===== src/rtl/conv_encoder_stream.sv =====
`default_nettype none
// +----------------------------------------------------------------------------+
// | Module      : conv_encoder_stream                                          |
// | Description : Rate-1/N, constraint-length-K feedforward convolutional      |
// |               encoder with frame control and zero-tail termination.        |
// |               One information bit per input handshake, one N-bit code      |
// |               word per bit through a single registered valid/ready stage,  |
// |               followed by K-1 tail words that return the encoder to 0.     |
// | Optional    : CONV_ENC_PUNCTURE_EN adds parameter P, input i_punct_mask    |
// |               and output o_out_mask (per-word puncture mask, period P).    |
// | Ports       : clk, rst (sync, active-low)                                  |
// |               i_gen_poly  [N][K] generator polynomials (bit k = delay k)   |
// |               i_frame_len information bits per frame                       |
// |               i_start     frame start request (sampled in IDLE only)       |
// |               i_in_valid/i_in_bit/o_in_ready  information bit handshake    |
// |               o_out_valid/o_out_data/i_out_ready  code word handshake      |
// |               o_busy      frame in progress                                |
// |               o_done      one-cycle pulse after the last tail word         |
// | Revision    : 1.0 - initial release                                        |
// +----------------------------------------------------------------------------+
module conv_encoder_stream #(
  parameter int K     = 7,
  parameter int N     = 2,
  parameter int LEN_W = 16
`ifdef CONV_ENC_PUNCTURE_EN
  ,
  parameter int P     = 2
`endif
) (
  input  logic                  clk,
  input  logic                  rst,
  input  logic [N-1:0][K-1:0]   i_gen_poly,
  input  logic [LEN_W-1:0]      i_frame_len,
  input  logic                  i_start,
  input  logic                  i_in_valid,
  input  logic                  i_in_bit,
  output logic                  o_in_ready,
  output logic                  o_out_valid,
  output logic [N-1:0]          o_out_data,
  input  logic                  i_out_ready,
`ifdef CONV_ENC_PUNCTURE_EN
  input  logic [P-1:0][N-1:0]   i_punct_mask,
  output logic [N-1:0]          o_out_mask,
`endif
  output logic                  o_busy,
  output logic                  o_done
);

  localparam int c_TAIL_W = (K > 2) ? $clog2(K) : 1;

  typedef enum logic [1:0] {
    S_IDLE  = 2'd0,
    S_DATA  = 2'd1,
    S_TAIL  = 2'd2,
    S_FLUSH = 2'd3
  } state_t;

  state_t                r_state;
  state_t                w_state_nxt;
  logic [K-2:0]          r_sr;
  logic [N-1:0][K-1:0]   r_poly;
  logic [LEN_W-1:0]      r_len;
  logic [LEN_W-1:0]      r_bit_cnt;
  logic [c_TAIL_W-1:0]   r_tail_cnt;
  logic                  r_out_valid;
  logic [N-1:0]          r_out_data;
  logic                  r_done;

  logic                  w_free;
  logic                  w_start;
  logic                  w_accept;
  logic                  w_tail_enc;
  logic                  w_encode;
  logic                  w_bit;
  logic                  w_done_nxt;
  logic [K-1:0]          w_vec;
  logic [N-1:0]          w_code;

  // The output register can take a new word when it is empty or being drained.
  assign w_free   = !r_out_valid || i_out_ready;
  assign w_encode = w_accept || w_tail_enc;
  // Tail words encode a forced zero.
  assign w_bit    = w_accept && i_in_bit;
  assign w_vec    = {r_sr, w_bit};

  always_comb begin
    w_code = '0;
    for (int i = 0; i < N; i++) begin
      w_code[i] = ^(w_vec & r_poly[i]);
    end
  end

  always_comb begin
    w_state_nxt = r_state;
    o_in_ready  = 1'b0;
    w_accept    = 1'b0;
    w_tail_enc  = 1'b0;
    w_start     = 1'b0;
    w_done_nxt  = 1'b0;
    case (r_state)
      S_IDLE: begin
        if (i_start) begin
          w_start     = 1'b1;
          w_state_nxt = (i_frame_len != '0) ? S_DATA : S_TAIL;
        end
      end
      S_DATA: begin
        o_in_ready = w_free;
        w_accept   = i_in_valid && w_free;
        if (w_accept && (r_bit_cnt == r_len - LEN_W'(1))) begin
          w_state_nxt = S_TAIL;
        end
      end
      S_TAIL: begin
        w_tail_enc = w_free;
        if (w_free && (r_tail_cnt == c_TAIL_W'(K - 2))) begin
          w_state_nxt = S_FLUSH;
        end
      end
      S_FLUSH: begin
        // Last tail word is accepted on this edge when free is high.
        if (w_free) begin
          w_done_nxt  = 1'b1;
          w_state_nxt = S_IDLE;
        end
      end
      default: w_state_nxt = S_IDLE;
    endcase
  end

  always_ff @(posedge clk) begin
    if (!rst) begin
      r_state     <= S_IDLE;
      r_sr        <= '0;
      r_poly      <= '0;
      r_len       <= '0;
      r_bit_cnt   <= '0;
      r_tail_cnt  <= '0;
      r_out_valid <= 1'b0;
      r_out_data  <= '0;
      r_done      <= 1'b0;
    end else begin
      r_state <= w_state_nxt;
      r_done  <= w_done_nxt;
      if (w_start) begin
        r_sr       <= '0;
        r_bit_cnt  <= '0;
        r_tail_cnt <= '0;
        r_poly     <= i_gen_poly;
        r_len      <= i_frame_len;
      end else if (w_encode) begin
        r_sr <= w_vec[K-2:0];
        if (w_accept) begin
          r_bit_cnt <= r_bit_cnt + LEN_W'(1);
        end else begin
          r_tail_cnt <= r_tail_cnt + c_TAIL_W'(1);
        end
      end
      if (w_encode) begin
        r_out_valid <= 1'b1;
        r_out_data  <= w_code;
      end else if (i_out_ready) begin
        r_out_valid <= 1'b0;
      end
    end
  end

`ifdef CONV_ENC_PUNCTURE_EN
  localparam int c_IDX_W = (P > 1) ? $clog2(P) : 1;

  logic [P-1:0][N-1:0]   r_mask;
  logic [c_IDX_W-1:0]    r_idx;
  logic [N-1:0]          r_out_mask;

  // Mask index advances once per emitted word, so it tracks word position.
  always_ff @(posedge clk) begin
    if (!rst) begin
      r_mask     <= '0;
      r_idx      <= '0;
      r_out_mask <= '0;
    end else if (w_start) begin
      r_mask <= i_punct_mask;
      r_idx  <= '0;
    end else if (w_encode) begin
      r_out_mask <= r_mask[r_idx];
      r_idx      <= (r_idx == c_IDX_W'(P - 1)) ? '0 : r_idx + c_IDX_W'(1);
    end
  end

  assign o_out_mask = r_out_mask;
`endif

  assign o_out_valid = r_out_valid;
  assign o_out_data  = r_out_data;
  assign o_busy      = (r_state != S_IDLE);
  assign o_done      = r_done;

endmodule
`default_nettype wire


===== config.mk =====
export PLATFORM = sky130hd
export DESIGN_NAME = conv_encoder_stream
export DESIGN_NICKNAME = d
export VERILOG_FILES = /design/src/rtl/conv_encoder_stream.sv
export SDC_FILE = /design/constraint.sdc
export NUM_CORES = 1
export LEC_CHECK = 0
export ABC_AREA = 1
export BUFFER_PORTS_ARGS = -buffer_cell sky130_fd_sc_hd__buf_2
export CORE_MARGIN = 2
export CORE_UTILIZATION = 50
export CTS_CLUSTER_DIAMETER = 50
export DETAILED_ROUTE_END_ITERATION = 10
export PLACE_DENSITY = 0.8
export SLEW_MARGIN = 20
export SYNTH_ARGS = -nofsm -noshare
export SYNTH_HDL_FRONTEND = slang
export SYNTH_SLANG_ARGS = --single-unit

===== constraint.sdc =====
create_clock -name clk -period 3 [get_ports clk]
set_input_delay 0.6 -clock clk [delete_from_list [all_inputs] [get_ports clk]]
set_output_delay 0.6 -clock clk [all_outputs]
set_load 0.1 [all_outputs]

==> flow_summary.rst, run 1 <==
.. list-table::
   :header-rows: 1

   * - Metric
     - Value
   * - Clock slew at the register clock pins of the worst setup and hold paths
     - 70 ps
   * - Final period util
     - 0.753
   * - Peak-usage layer in the global routing report
     - met2
   * - Worst r2r src
     - r_state[1]$_SDFFE_PN0P_
   * - Static leakage power
     - 1.69 nW
   * - R2R setup slack
     - 850 ps
   * - Combined area of all synthesized cells
     - 0.00326 mm²
   * - TritonCTS clock tree
     - built
   * - Standard cell core area
     - 0.00631 mm²
   * - Maxcap violations
     - 0
   * - Cells taking the most area after synthesis
     - sky130_fd_sc_hd__dfxtp_1 (37%), sky130_fd_sc_hd__nor2_1 (11%), sky130_fd_sc_hd__nand2_1 (8.9%), sky130_fd_sc_hd__o21ai_0 (7.1%), sky130_fd_sc_hd__xor2_1 (5.9%)
   * - Fmax achieved
     - 0.443 GHz
   * - Resized Gates After CTS
     - 0
   * - Met1 usage in global routing
     - 0.242
   * - Final global-route overflow total
     - 0
   * - Logic depth of the worst register-to-register path
     - 13
   * - Starting utilization of the core area
     - 0.517
   * - Synthesized Nets
     - 507
   * - Mean area per synthesized cell
     - 7.06 µm²
   * - Setup bufs post-CTS
     - 0
   * - Register bit total from synthesis
     - 61
   * - VDD IR-drop max
     - 530 µV
   * - Drt initial violations
     - 142
   * - Setup total negative slack
     - 0 ps
   * - Actual slew at the worst max-slew pin
     - 671 ps
   * - Number of vias in the routed layout
     - 3010
   * - CP endpoint kind
     - output port
   * - Antenna violations before repair
     - 0
   * - Post-Place Setup Slack
     - 877 ps
   * - Setup repair after global routing missed its margin
     - no
   * - Worst max-slew margin expressed relative to the limit
     - 0.548
   * - Drt first pass iters
     - 6
   * - Post-Syn Instances
     - 462
   * - Number of buffers created by CTS
     - 9
   * - Power per cell area
     - 845 mW/mm²
   * - Area Overhead vs Synth
     - 13.3%
   * - Kind of critical path
     - flip-flop to output port
   * - R2r endpoint
     - r_bit_cnt[14]$_SDFFE_PP0P_
   * - Total number of nets in the final design
     - 547
   * - Number of inserted diodes
     - 0
   * - I/O pin cnt
     - 42
   * - Pin count of the biggest net entering global routing
     - 42
   * - Crit-path max FO
     - 4
   * - Via count of the first global-routing pass
     - 2835
   * - Routed via count divided by cell count
     - 5.15
   * - Final worst-path setup slack
     - 740 ps
   * - Placed cell count
     - 568
   * - Launching element type of the critical path
     - flip-flop
   * - Half-perimeter wire length after placement
     - 5450 µm
   * - Wire length of the first global-routing pass
     - 12300 µm
   * - Type of the worst min-delay path
     - flip-flop to flip-flop
   * - CTS Root Cell
     - sky130_fd_sc_hd__clkbuf_8
   * - Final wirelength
     - 7150 µm
   * - Layout cell share with drive strength beyond 1
     - 0.148
   * - Clock latency at the later pin of the worst-skew pair
     - 340 ps
   * - Fraction of the yosys area taken by sequential cells
     - 0.374
   * - Non-Filler Instances
     - 584
   * - Die area
     - 0.00719 mm²
   * - Wire length per cell
     - 12.2 µm
   * - Routability-driven placement congestion ratio
     - 0.855
   * - Met2 global-route usage
     - 0.374
   * - Largest area contributor in the netlist
     - sky130_fd_sc_hd__dfxtp_1
   * - Result of the run
     - completed
   * - Final clock skew
     - 6.34 ps
   * - Chip Width
     - 84.8 µm
   * - Port bufs
     - 41
   * - Clk sink count
     - 61
   * - Critical Path Start
     - r_state[1]$_SDFFE_PN0P_
   * - Setup-failing EPs final
     - 0
   * - Final hold viol count
     - 0
   * - Tot Pwr
     - 0.00312 W
   * - Total GRT Usage
     - 0.216
   * - Clock period minus final worst setup slack
     - 2260 ps
   * - Data arrival at the endpoint of the critical path
     - 1660 ps
   * - CTS H-tree depth
     - 3
   * - Post-route DRC violation count
     - 0
   * - Final slew viol count
     - 0
   * - Antenna-violating nets left
     - 0
   * - Number of hold buffers added after CTS
     - 0
   * - Yosys synthesis warning count
     - 0
   * - Maximum count of clock buffers along a single path
     - 2
   * - Origin of the worst min-delay path
     - r_poly[0]$_SDFFE_PN0P_
   * - Core Rows
     - 29
   * - Number of distinct library cells after synthesis
     - 34
   * - Finished Core Util
     - 0.585
   * - Required time worst endpoint
     - 2400 ps
   * - Proportion of netlist area held by the largest area contributor
     - 0.374
   * - Global-route track usage on met3
     - 0.0580
   * - Die Span Y
     - 84.8 µm
   * - Worst setup endpoint
     - o_in_ready
## worst min-delay path by stage
stage / slack (ps) / to / cells past startpoint
floorplan: 430 / r_poly[0]$_SDFFE_PN0P_ / 2
global placement: 440 / r_poly[7]$_SDFFE_PN0P_ / 2
detailed placement: 450 / r_poly[0]$_SDFFE_PN0P_ / 2
CTS: 460 / r_poly[0]$_SDFFE_PN0P_ / 2
global route: 480 / r_poly[0]$_SDFFE_PN0P_ / 2
finish: 460 / r_poly[0]$_SDFFE_PN0P_ / 2
## critical path: stages (launching register included)
cell                      delay (ps)
sky130_fd_sc_hd__dfxtp_1         340
sky130_fd_sc_hd__inv_1           120
sky130_fd_sc_hd__ha_1            240
sky130_fd_sc_hd__inv_1            90
sky130_fd_sc_hd__nor2_1          100
sky130_fd_sc_hd__buf_2           420
## synthesized netlist by cell type, drive strengths merged
library cell and count:
xnor2 12, inv 45, o21a 2, clkbuf 11, nand3 19, nor2 105, ha 9, xor2 22
o21bai 2, and2 1, a21oi 23, o211ai 1, nand4 6, a221oi 1, or2 1, xnor3 1
nor3 2, nand2 81, dfxtp 61, nor3b 1, nor4 4, nand3b 3, o21ai 46, buf 3
## where the power goes
group          total [W]  leakage (nW)  internal [W]  switching (W)
registers        0.00114         0.500      0.000988       0.000149
logic            0.00133          1.10      0.000413       0.000916
clock network   0.000658        0.0857      0.000344       0.000314
## stage by stage
stage,cell area [µm²],hold WS [ps]
after detailed placement,3520,451
after CTS,3700,461
after global placement,3520,444
after global routing,3700,478
final,3700,456
after floorplan,3260,430
## routing by layer
layer  up-vias  wire length [µm]
met2        78              3610
met1      1361              2960
met3        21               304
met4         0               282
li1       1550                 -
met5         -                 0
## cell type report
class                   instances  area (µm²)
fillers                       574        2620
multi-input cells             342        1810
flip-flops and latches         61        1220
repair buffers                 43         220
inverters                      45         169
clock buffers                  13         159
well taps                      77        96.3
clock inverters                 3        20.0
## cell usage in the layout, fill, tap and decap left out, types with 2 or more instances in the layout
cell,n
sky130_fd_sc_hd__o21a_1,2
sky130_fd_sc_hd__nor2_1,98
sky130_fd_sc_hd__nand3_1,18
sky130_fd_sc_hd__buf_4,2
sky130_fd_sc_hd__clkbuf_8,11
sky130_fd_sc_hd__nor2_4,3
sky130_fd_sc_hd__dfxtp_1,61
sky130_fd_sc_hd__clkinvlp_4,2
sky130_fd_sc_hd__nor4_1,4
sky130_fd_sc_hd__xor2_1,22
sky130_fd_sc_hd__inv_2,2
sky130_fd_sc_hd__ha_1,9
sky130_fd_sc_hd__nand2_2,3
sky130_fd_sc_hd__buf_2,41
sky130_fd_sc_hd__o21ai_0,46
sky130_fd_sc_hd__nand2_1,77
sky130_fd_sc_hd__a21oi_1,23
sky130_fd_sc_hd__clkbuf_1,2
sky130_fd_sc_hd__nand3b_1,3
sky130_fd_sc_hd__nand4_1,5
sky130_fd_sc_hd__inv_1,43
sky130_fd_sc_hd__nor2_2,4
sky130_fd_sc_hd__o21bai_1,2
sky130_fd_sc_hd__xnor2_1,12
## cell families after synthesis
family,after synthesis,share of synthesized area
AND/OR/NAND/NOR,223,0.302
AO/OA/AOI/OAI,75,0.120
flip-flops,61,0.374
buffers and inverters,59,0.0706
XOR/XNOR,35,0.0982
adder cells (fa/ha/maj),9,0.0345
## state kept, by name, indices dropped and copies added (netlist names)
name / count
r_len: 16
o_out_valid: 1
o_done: 1
r_state: 2
r_sr: 6
r_tail_cnt: 3
r_poly: 14
o_out_data: 2
r_bit_cnt: 16
Power figures use the tool's default switching activity.
==> inputs of run 2 (changes only) <==
--- a/config.mk
+++ b/config.mk
@@ -5,13 +5,13 @@
 export SDC_FILE = /design/constraint.sdc
 export NUM_CORES = 1
 export LEC_CHECK = 0
-export ABC_AREA = 1
+export ABC_AREA = 0
 export BUFFER_PORTS_ARGS = -buffer_cell sky130_fd_sc_hd__buf_2
 export CORE_MARGIN = 2
 export CORE_UTILIZATION = 50
 export CTS_CLUSTER_DIAMETER = 50
 export DETAILED_ROUTE_END_ITERATION = 10
-export PLACE_DENSITY = 0.8
+export PLACE_DENSITY = 0.82
 export SLEW_MARGIN = 20
 export SYNTH_ARGS = -nofsm -noshare
 export SYNTH_HDL_FRONTEND = slang
==> constraint.sdc (replaced) <==
create_clock -name clk -period 1.9 [get_ports clk]
set_input_delay 0.38 -clock clk [delete_from_list [all_inputs] [get_ports clk]]
set_output_delay 0.38 -clock clk [all_outputs]
set_load 0.1 [all_outputs]
==> flow_summary.rst, run 2 <==
.. list-table::
   :header-rows: 1

   * - Metric
     - Value
   * - Post-route standard cell area excluding fillers
     - 0.00419 mm² (+13%)
   * - Number of hold buffers added after CTS
     - 0 (unchanged)
   * - Longest individual stage delay on the worst path
     - 520 ps (+100 ps)
   * - Antenna-violating nets left
     - 0 (unchanged)
   * - Met1 usage in global routing
     - 0.290 (+0.0474)
   * - I/O pin cnt
     - 42 (unchanged)
   * - Launching element type of the critical path
     - flip-flop
   * - Global-route track usage on met3
     - 0.0545 (-0.00354)
   * - Post-Syn Instances
     - 431 (-6.7%)
   * - Yosys synthesis warning count
     - 0 (unchanged)
   * - Total number of nets in the final design
     - 556 (+1.6%)
   * - Top flop regs
     - r_bit_cnt (16), r_len (16), r_poly (14)
   * - Setup repair after global routing missed its margin
     - yes
   * - Chip Width
     - 85.0 µm (+0.31%)
   * - Worst r2r src
     - r_len[1]$_SDFFE_PN0P_
   * - Logic depth of the worst register-to-register path
     - 9 (-4)
   * - Dpl cell area
     - 0.00391 mm² (+11%)
   * - R2R setup slack
     - -720 ps (-1570 ps)
   * - Worst max-slew margin expressed relative to the limit
     - 0.640 (+0.0917)
   * - Half-perimeter wire length after placement
     - 5960 µm (+9.4%)
   * - Drt initial violations
     - 133 (-6.3%)
   * - Final slew viol count
     - 0 (unchanged)
   * - Number of distinct library cells after synthesis
     - 50 (+47%)
   * - Result of the run
     - complete, but fails checks
   * - Clock slew at the register clock pins of the worst setup and hold paths
     - 80 ps (about the same)
   * - Met2 global-route usage
     - 0.396 (+0.0219)
   * - VDD IR-drop max
     - 1240 µV (+130%)
   * - Kind of critical path
     - flip-flop to flip-flop
   * - Required time worst endpoint
     - 2140 ps (-260 ps)
   * - Starting utilization of the core area
     - 0.517 (about the same)
   * - Top-count cell post-synth
     - sky130_fd_sc_hd__nand2_1
   * - Layout cell share with drive strength beyond 1
     - 0.246 (+0.0982)
   * - Wire length of the first global-routing pass
     - 13700 µm (+11%)
   * - Drt first pass iters
     - 4 (-2)
   * - Synthesized Nets
     - 476 (-6.1%)
   * - Setup-failing EPs final
     - 2 (+2)
   * - Number of vias in the routed layout
     - 3242 (+7.7%)
   * - CTS H-tree depth
     - 3 (unchanged)
   * - Fraction of the yosys area taken by sequential cells
     - 0.372 (-0.00243)
   * - Failing checks
     - setup timing
   * - Post-Place Setup Slack
     - -719 ps (-1600 ps)
   * - Proportion of register bits with asynchronous set or reset after synthesis
     - 0 (unchanged)
   * - Pin count of the biggest net entering global routing
     - 31 (-26%)
   * - Static leakage power
     - 1.72 nW (+1.8%)
   * - Proportion of netlist area held by the largest area contributor
     - 0.372 (-0.00243)
   * - Data arrival at the endpoint of the critical path
     - 2860 ps (+1200 ps)
   * - Final worst-path setup slack
     - -719 ps (-1460 ps)
   * - Clock period minus final worst setup slack
     - 2620 ps
   * - Wire length per cell
     - 13.6 µm (+11%)
   * - Most instantiated cells after synthesis
     - sky130_fd_sc_hd__nand2_1 (101), sky130_fd_sc_hd__dfxtp_1 (61), sky130_fd_sc_hd__a21oi_1 (42)
   * - Port bufs
     - 41 (unchanged)
   * - R2r endpoint
     - r_state[0]$_SDFFE_PN0P_
   * - Chain of cells forming the critical path
     - inv_4 > ha_4 > or4b_4 > o31a_1 > or4_1 > a32oi_2 > and4b_2 > and2b_1 > o211ai_1
   * - Largest area contributor in the netlist
     - sky130_fd_sc_hd__dfxtp_1
   * - CP endpoint kind
     - flip-flop
   * - Clock latency at the later pin of the worst-skew pair
     - 350 ps (about the same)
   * - TritonCTS clock tree
     - built
   * - Type of the worst min-delay path
     - input port to flip-flop
   * - Power per cell area
     - 1050 mW/mm² (+25%)
   * - Critical Path Start
     - r_len[1]$_SDFFE_PN0P_
   * - Post-route DRC violation count
     - 0 (unchanged)
   * - Core Rows
     - 29 (unchanged)
   * - Die Span Y
     - 85.0 µm (+0.31%)
   * - Peak-usage layer in the global routing report
     - met2
   * - Crit-path max FO
     - 3 (-1)
   * - Standard cell core area
     - 0.00635 mm² (+0.57%)
   * - Number of buffers created by CTS
     - 9 (unchanged)
   * - Routed via count divided by cell count
     - 5.47 (+6.1%)
   * - Cells taking the most area after synthesis
     - sky130_fd_sc_hd__dfxtp_1 (37%), sky130_fd_sc_hd__nand2_1 (12%), sky130_fd_sc_hd__a21oi_1 (6.4%), sky130_fd_sc_hd__xor2_1 (5.9%), sky130_fd_sc_hd__xnor2_1 (5.3%)
   * - Worst setup endpoint
     - r_state[0]$_SDFFE_PN0P_
   * - Final clock skew
     - 9.25 ps (+2.92 ps)
   * - Routability-driven placement congestion ratio
     - 0.847 (-0.96%)
   * - Combined area of all synthesized cells
     - 0.00328 mm² (+0.65%)
   * - Antenna violations before repair
     - 0 (unchanged)
   * - Register bit total from synthesis
     - 61 (unchanged)
   * - Final wirelength
     - 8060 µm (+13%)
   * - Maxcap violations
     - 0 (unchanged)
   * - Most used cells in the layout excluding fill and tap cells
     - sky130_fd_sc_hd__nand2_1 (101), sky130_fd_sc_hd__dfxtp_1 (58), sky130_fd_sc_hd__buf_4 (50)
   * - Via count of the first global-routing pass
     - 3082 (+8.7%)
   * - Mean area per synthesized cell
     - 7.62 µm² (+7.9%)
   * - Area Overhead vs Synth
     - 27.6%
   * - Clk sink count
     - 61 (unchanged)
   * - Maximum count of clock buffers along a single path
     - 2 (unchanged)
   * - Die area
     - 0.00723 mm² (+0.61%)
   * - Number of flops mapped to enable cells by yosys
     - 0 (unchanged)
   * - Cell with the biggest individual delay on the critical path
     - sky130_fd_sc_hd__or4_1
   * - Final global-route overflow total
     - 0 (unchanged)
   * - CTS Root Cell
     - sky130_fd_sc_hd__clkbuf_8
   * - Final hold viol count
     - 0 (unchanged)
   * - Filler Cells Inserted
     - 513 (-11%)
   * - Actual slew at the worst max-slew pin
     - 540 ps (-131 ps)
   * - Total GRT Usage
     - 0.235 (+0.0192)
   * - Fmax achieved
     - 0.382 GHz
   * - Most frequent standard cell in the layout excluding fill and tap cells
     - sky130_fd_sc_hd__nand2_1
   * - Most used DFF post-synth
     - sky130_fd_sc_hd__dfxtp_1
   * - Final period util
     - 1.38
   * - Number of inserted diodes
     - 0 (unchanged)
-- run 2: cell types whose count changed in the layout (fill, tap and decap cells not counted), sizes merged, moves of 8 or more --
cell   previous run  this run
xnor2            12        20
o21ai            46         4
inv              45        12
nor2            105        37
a21oi            23        42
buf              43        92
nand2            81       101
-- run 2: worst min-delay path by stage --
stage	slack, ps	cells past startpoint	startpoint	to
CTS	250	3	i_gen_poly[11]	r_poly[11]$_SDFFE_PN0P_
global placement	440	2	o_out_data[0]$_SDFFE_PN0N_	o_out_data[0]$_SDFFE_PN0N_
detailed placement	450	2	o_out_data[0]$_SDFFE_PN0N_	o_out_data[0]$_SDFFE_PN0N_
finish	270	3	i_gen_poly[11]	r_poly[11]$_SDFFE_PN0P_
floorplan	440	2	r_poly[10]$_SDFFE_PN0P_	r_poly[10]$_SDFFE_PN0P_
global route	250	3	i_gen_poly[3]	r_poly[3]$_SDFFE_PN0P_
-- run 2: layout make-up --
| class | count | area [µm²] | share of cell area |
|---|---|---|---|
| sequential | 61 | 1230 | 0.293 |
| clock buffer | 9 | 124 | 0.0296 |
| timing repair buffer | 92 | 631 | 0.151 |
| multi-input combinational | 335 | 1960 | 0.469 |
| clock inverter | 7 | 97.6 | 0.0233 |
| tap | 77 | 96.3 | 0.0230 |
| inverter | 12 | 50.0 | 0.0119 |
-- run 2: power by group --
group | leakage, nW | internal, W | switching (W)
sequential | 0.498 | 0.00139 | 0.0000758
clock | 0.106 | 0.000742 | 0.000548
combinational | 1.11 | 0.000701 | 0.000948
total | 1.72 | 0.00284 | 0.00157
-- run 2: cell families (layout without fill, tap and decap cells) --
group	after synthesis	count (layout)	synth area share
compound gates	67	67	0.123
xor+xnor	42	42	0.112
fa+ha+maj	9	9	0.0343
buf+inv	35	120	0.0434
flops	61	61	0.372
mux	1	1	0.00305
simple gates	216	216	0.312
-- run 2: worst max-delay path, delay by kind of cell, from the launching register on --
kind                       cells  cell delay [ps]
adders and majority gates      1              120
buffers and inverters          1               50
DFF                            1              340
AOI/OAI and AO/OA              3              570
and+or+nand+nor                4             1430
-- run 2: metal layers --
| layer | part of all wire | wire (µm) |
|---|---|---|
| met5 | 0 | 0 |
| met4 | 0.022 | 181 |
| met3 | 0.044 | 357 |
| met2 | 0.50 | 4000 |
| met1 | 0.44 | 3520 |
-- run 2: repair_timing --
item,CTS,global route
hold endpoints to repair,0,0
pin swaps,2,3
gates resized for setup,4,6
setup buffers,1,3
setup endpoints to repair,9,10
-- run 2: metrics by stage --
step	hold slack [ps]	instances	utilization	power (W)	TNS [ps]
global placement	442	573	0.616	0.00306	-1270
CTS	248	590	0.654	0.00440	-1400
detailed placement	447	573	0.616	0.00310	-1520
finish	265	593	0.660	0.00441	-1420
global route	251	593	0.660	0.00466	-1660
floorplan	436	431	-	0.00253	-1490
==> inputs of run 3 (changes only) <==
--- a/config.mk
+++ b/config.mk
@@ -7,11 +7,12 @@
 export LEC_CHECK = 0
 export ABC_AREA = 0
 export BUFFER_PORTS_ARGS = -buffer_cell sky130_fd_sc_hd__buf_2
+export CAP_MARGIN = 25
 export CORE_MARGIN = 2
-export CORE_UTILIZATION = 50
+export CORE_UTILIZATION = 35
 export CTS_CLUSTER_DIAMETER = 50
 export DETAILED_ROUTE_END_ITERATION = 10
-export PLACE_DENSITY = 0.82
+export PLACE_DENSITY = 0.64
 export SLEW_MARGIN = 20
 export SYNTH_ARGS = -nofsm -noshare
 export SYNTH_HDL_FRONTEND = slang
==> flow_summary.rst, run 3 (synthesis gave the netlist of run 2 again) <==
.. list-table::
   :header-rows: 1

   * - Metric
     - Value
   * - Total GRT Usage
     - 0.178 (-0.0572)
   * - Via count of the first global-routing pass
     - 3067 (-0.49%)
   * - CTS H-tree depth
     - 3 (unchanged)
   * - Area Overhead vs Synth
     - 29.4%
   * - Tot Pwr
     - 0.00454 W (+2.9%)
   * - Half-perimeter wire length after placement
     - 6530 µm (+9.6%)
   * - Longest individual stage delay on the worst path
     - 510 ps (about the same)
   * - Maxcap violations
     - 0 (unchanged)
   * - Drt first pass iters
     - 5 (+1)
   * - Most frequent standard cell in the layout excluding fill and tap cells
     - sky130_fd_sc_hd__nand2_1
   * - Starting utilization of the core area
     - 0.359 (-0.158)
   * - Number of buffers created by CTS
     - 9 (unchanged)
   * - Origin of the worst min-delay path
     - i_gen_poly[8]
   * - Final wirelength
     - 8500 µm (+5.4%)
   * - Type of the worst min-delay path
     - input port to flip-flop
   * - CTS Root Cell
     - sky130_fd_sc_hd__clkbuf_8
   * - Number of inserted diodes
     - 0 (unchanged)
   * - Crit-path max FO
     - 7 (+4)
   * - Cell with the biggest individual delay on the critical path
     - sky130_fd_sc_hd__or4_1
   * - Maximum count of clock buffers along a single path
     - 2 (unchanged)
   * - Die area
     - 0.0102 mm² (+41%)
   * - Routed via count divided by cell count
     - 5.05 (-7.6%)
   * - Final global-route overflow total
     - 0 (unchanged)
   * - Logic depth of the worst register-to-register path
     - 10 (+1)
   * - Clock slew at the register clock pins of the worst setup and hold paths
     - 80 ps (about the same)
   * - Top Family by Delay on Critical Path
     - simple AND/OR/NAND/NOR gates
   * - TritonCTS clock tree
     - built
   * - Chip Width
     - 101 µm (+19%)
   * - Pin count of the biggest net entering global routing
     - 34 (+9.7%)
   * - Final slew viol count
     - 0 (unchanged)
   * - Standard cell core area
     - 0.00915 mm² (+44%)
   * - Post-route DRC violation count
     - 0 (unchanged)
   * - Wire length per cell
     - 13.6 µm (-0.29%)
   * - Result of the run
     - complete, but fails checks
   * - Port bufs
     - 41 (unchanged)
   * - Clock latency at the later pin of the worst-skew pair
     - 350 ps (about the same)
   * - Final worst-path setup slack
     - -680 ps (+38.7 ps)
   * - Number of cells on the critical path
     - 10 (+1)
   * - Number of instances on the worst hold path
     - 3 (unchanged)
   * - CP endpoint kind
     - flip-flop
   * - Power per cell area
     - 1070 mW/mm² (+1.5%)
   * - Antenna-violating nets left
     - 0 (unchanged)
   * - Actual slew at the worst max-slew pin
     - 504 ps (-36.4 ps)
   * - VDD IR-drop max
     - 971 µV (-22%)
   * - Launching element type of the critical path
     - flip-flop
   * - Setup repair after global routing missed its margin
     - yes
   * - Antenna violations before repair
     - 0 (unchanged)
   * - Number of hold buffers added after CTS
     - 0 (unchanged)
   * - Data arrival at the endpoint of the critical path
     - 2820 ps (-40 ps)
   * - Total number of nets in the final design
     - 556 (unchanged)
   * - Top flop regs
     - r_bit_cnt (16), r_len (16), r_poly (14)
   * - Placed cell count
     - 609 (+6.3%)
   * - Finished Core Util
     - 0.464 (-0.196)
   * - Static leakage power
     - 1.72 nW (+0.34%)
   * - Drt initial violations
     - 157 (+18%)
   * - Die Span Y
     - 101 µm (+19%)
   * - Number of vias in the routed layout
     - 3169 (-2.3%)
   * - Critical Path Start
     - r_len[1]$_SDFFE_PN0P_
   * - Worst hold slack
     - 257 ps (-8.42 ps)
   * - Wire length of the first global-routing pass
     - 14200 µm (+3.9%)
   * - R2R setup slack
     - -680 ps (+40 ps)
   * - Required time worst endpoint
     - 2140 ps (about the same)
   * - Routability-driven placement congestion ratio
     - 0.912 (+7.7%)
   * - Most used cells in the layout excluding fill and tap cells
     - sky130_fd_sc_hd__nand2_1 (101), sky130_fd_sc_hd__dfxtp_1 (59), sky130_fd_sc_hd__buf_4 (51)
   * - Worst r2r src
     - r_len[1]$_SDFFE_PN0P_
   * - Clock period minus final worst setup slack
     - 2580 ps (-38.7 ps)
   * - Worst path buffer plus inverter count
     - 2 (+1)
   * - Non-Filler Instances
     - 627 (+5.7%)
   * - Final hold viol count
     - 0 (unchanged)
   * - Fmax achieved
     - 0.388 GHz (+1.5%)
   * - Kind of critical path
     - flip-flop to flip-flop
   * - I/O pin cnt
     - 42 (unchanged)
   * - Final period util
     - 1.36 (-0.0204)
   * - Final clock skew
     - 7.32 ps (-1.93 ps)
   * - Layout cell share with drive strength beyond 1
     - 0.242 (-0.00388)
   * - Clk sink count
     - 61 (unchanged)
   * - Worst max-slew margin expressed relative to the limit
     - 0.666 (+0.0266)
   * - Setup-failing EPs final
     - 2 (unchanged)
   * - Failing checks
     - setup timing
   * - Chain of cells forming the critical path
     - inv_4 > ha_4 > or4b_4 > buf_4 > or4_1 > o311a_1 > a32oi_2 > and4b_2 > and2b_1 > o211ai_1
   * - Core Rows
     - 35 (+21%)
-- run 3: final timing paths --
kind | endpoint
worst max-delay path | r_state[0]$_SDFFE_PN0P_
worst min-delay path | r_poly[8]$_SDFFE_PN0P_
worst max register to register | r_state[0]$_SDFFE_PN0P_
worst min register to register | o_out_data[0]$_SDFFE_PN0N_
-- run 3: layout make-up --
type,instances,area (µm²)
clock inverters,6,93.8
well taps,111,139
fillers,891,4900
flip-flops and latches,61,1230
repair buffers,92,618
multi-input cells,335,1970
inverters,12,50.0
clock buffers,10,149
-- run 3: worst register-to-register path: cells and delay by family, from the launching register on --
family / cells / cell delay, ps
AOI/OAI and AO/OA: 3 / 380
adders and majority gates: 1 / 120
buffers and inverters: 2 / 220
DFF: 1 / 340
and+or+nand+nor: 4 / 1410
-- run 3: layer usage --
layer | global-route usage | wire length (µm)
met5 | 0 | 0
met4 | 0.0653 | 113
met3 | 0.0381 | 335
met2 | 0.303 | 4190
met1 | 0.221 | 3850
-- run 3: power breakdown --
part	switching [W]	total [W]	leakage [nW]	internal, W
Combinational	0.000954	0.00168	1.11	0.000727
Clock	0.000557	0.00138	0.118	0.000824
Sequential	0.0000799	0.00147	0.498	0.00139
-- run 3: through the flow --
stage | setup TNS, ps | worst slack (ps) | instance area [µm²]
floorplan | -1490 | -761 | 3340
global placement | -1160 | -596 | 3960
detailed placement | -1410 | -727 | 3960
CTS | -1340 | -686 | 4210
global route | -1640 | -787 | 4250
finish | -1330 | -680 | 4250
-- run 3: what timing repair did --
item | in CTS | in global routing
pin swaps | 1 | 3
gates resized for setup | 2 | 6
cloned | 0 | 0
endpoints found under the hold margin | 0 | 0
buffers inserted | 1 | 1
setup endpoints to repair | 4 | 10
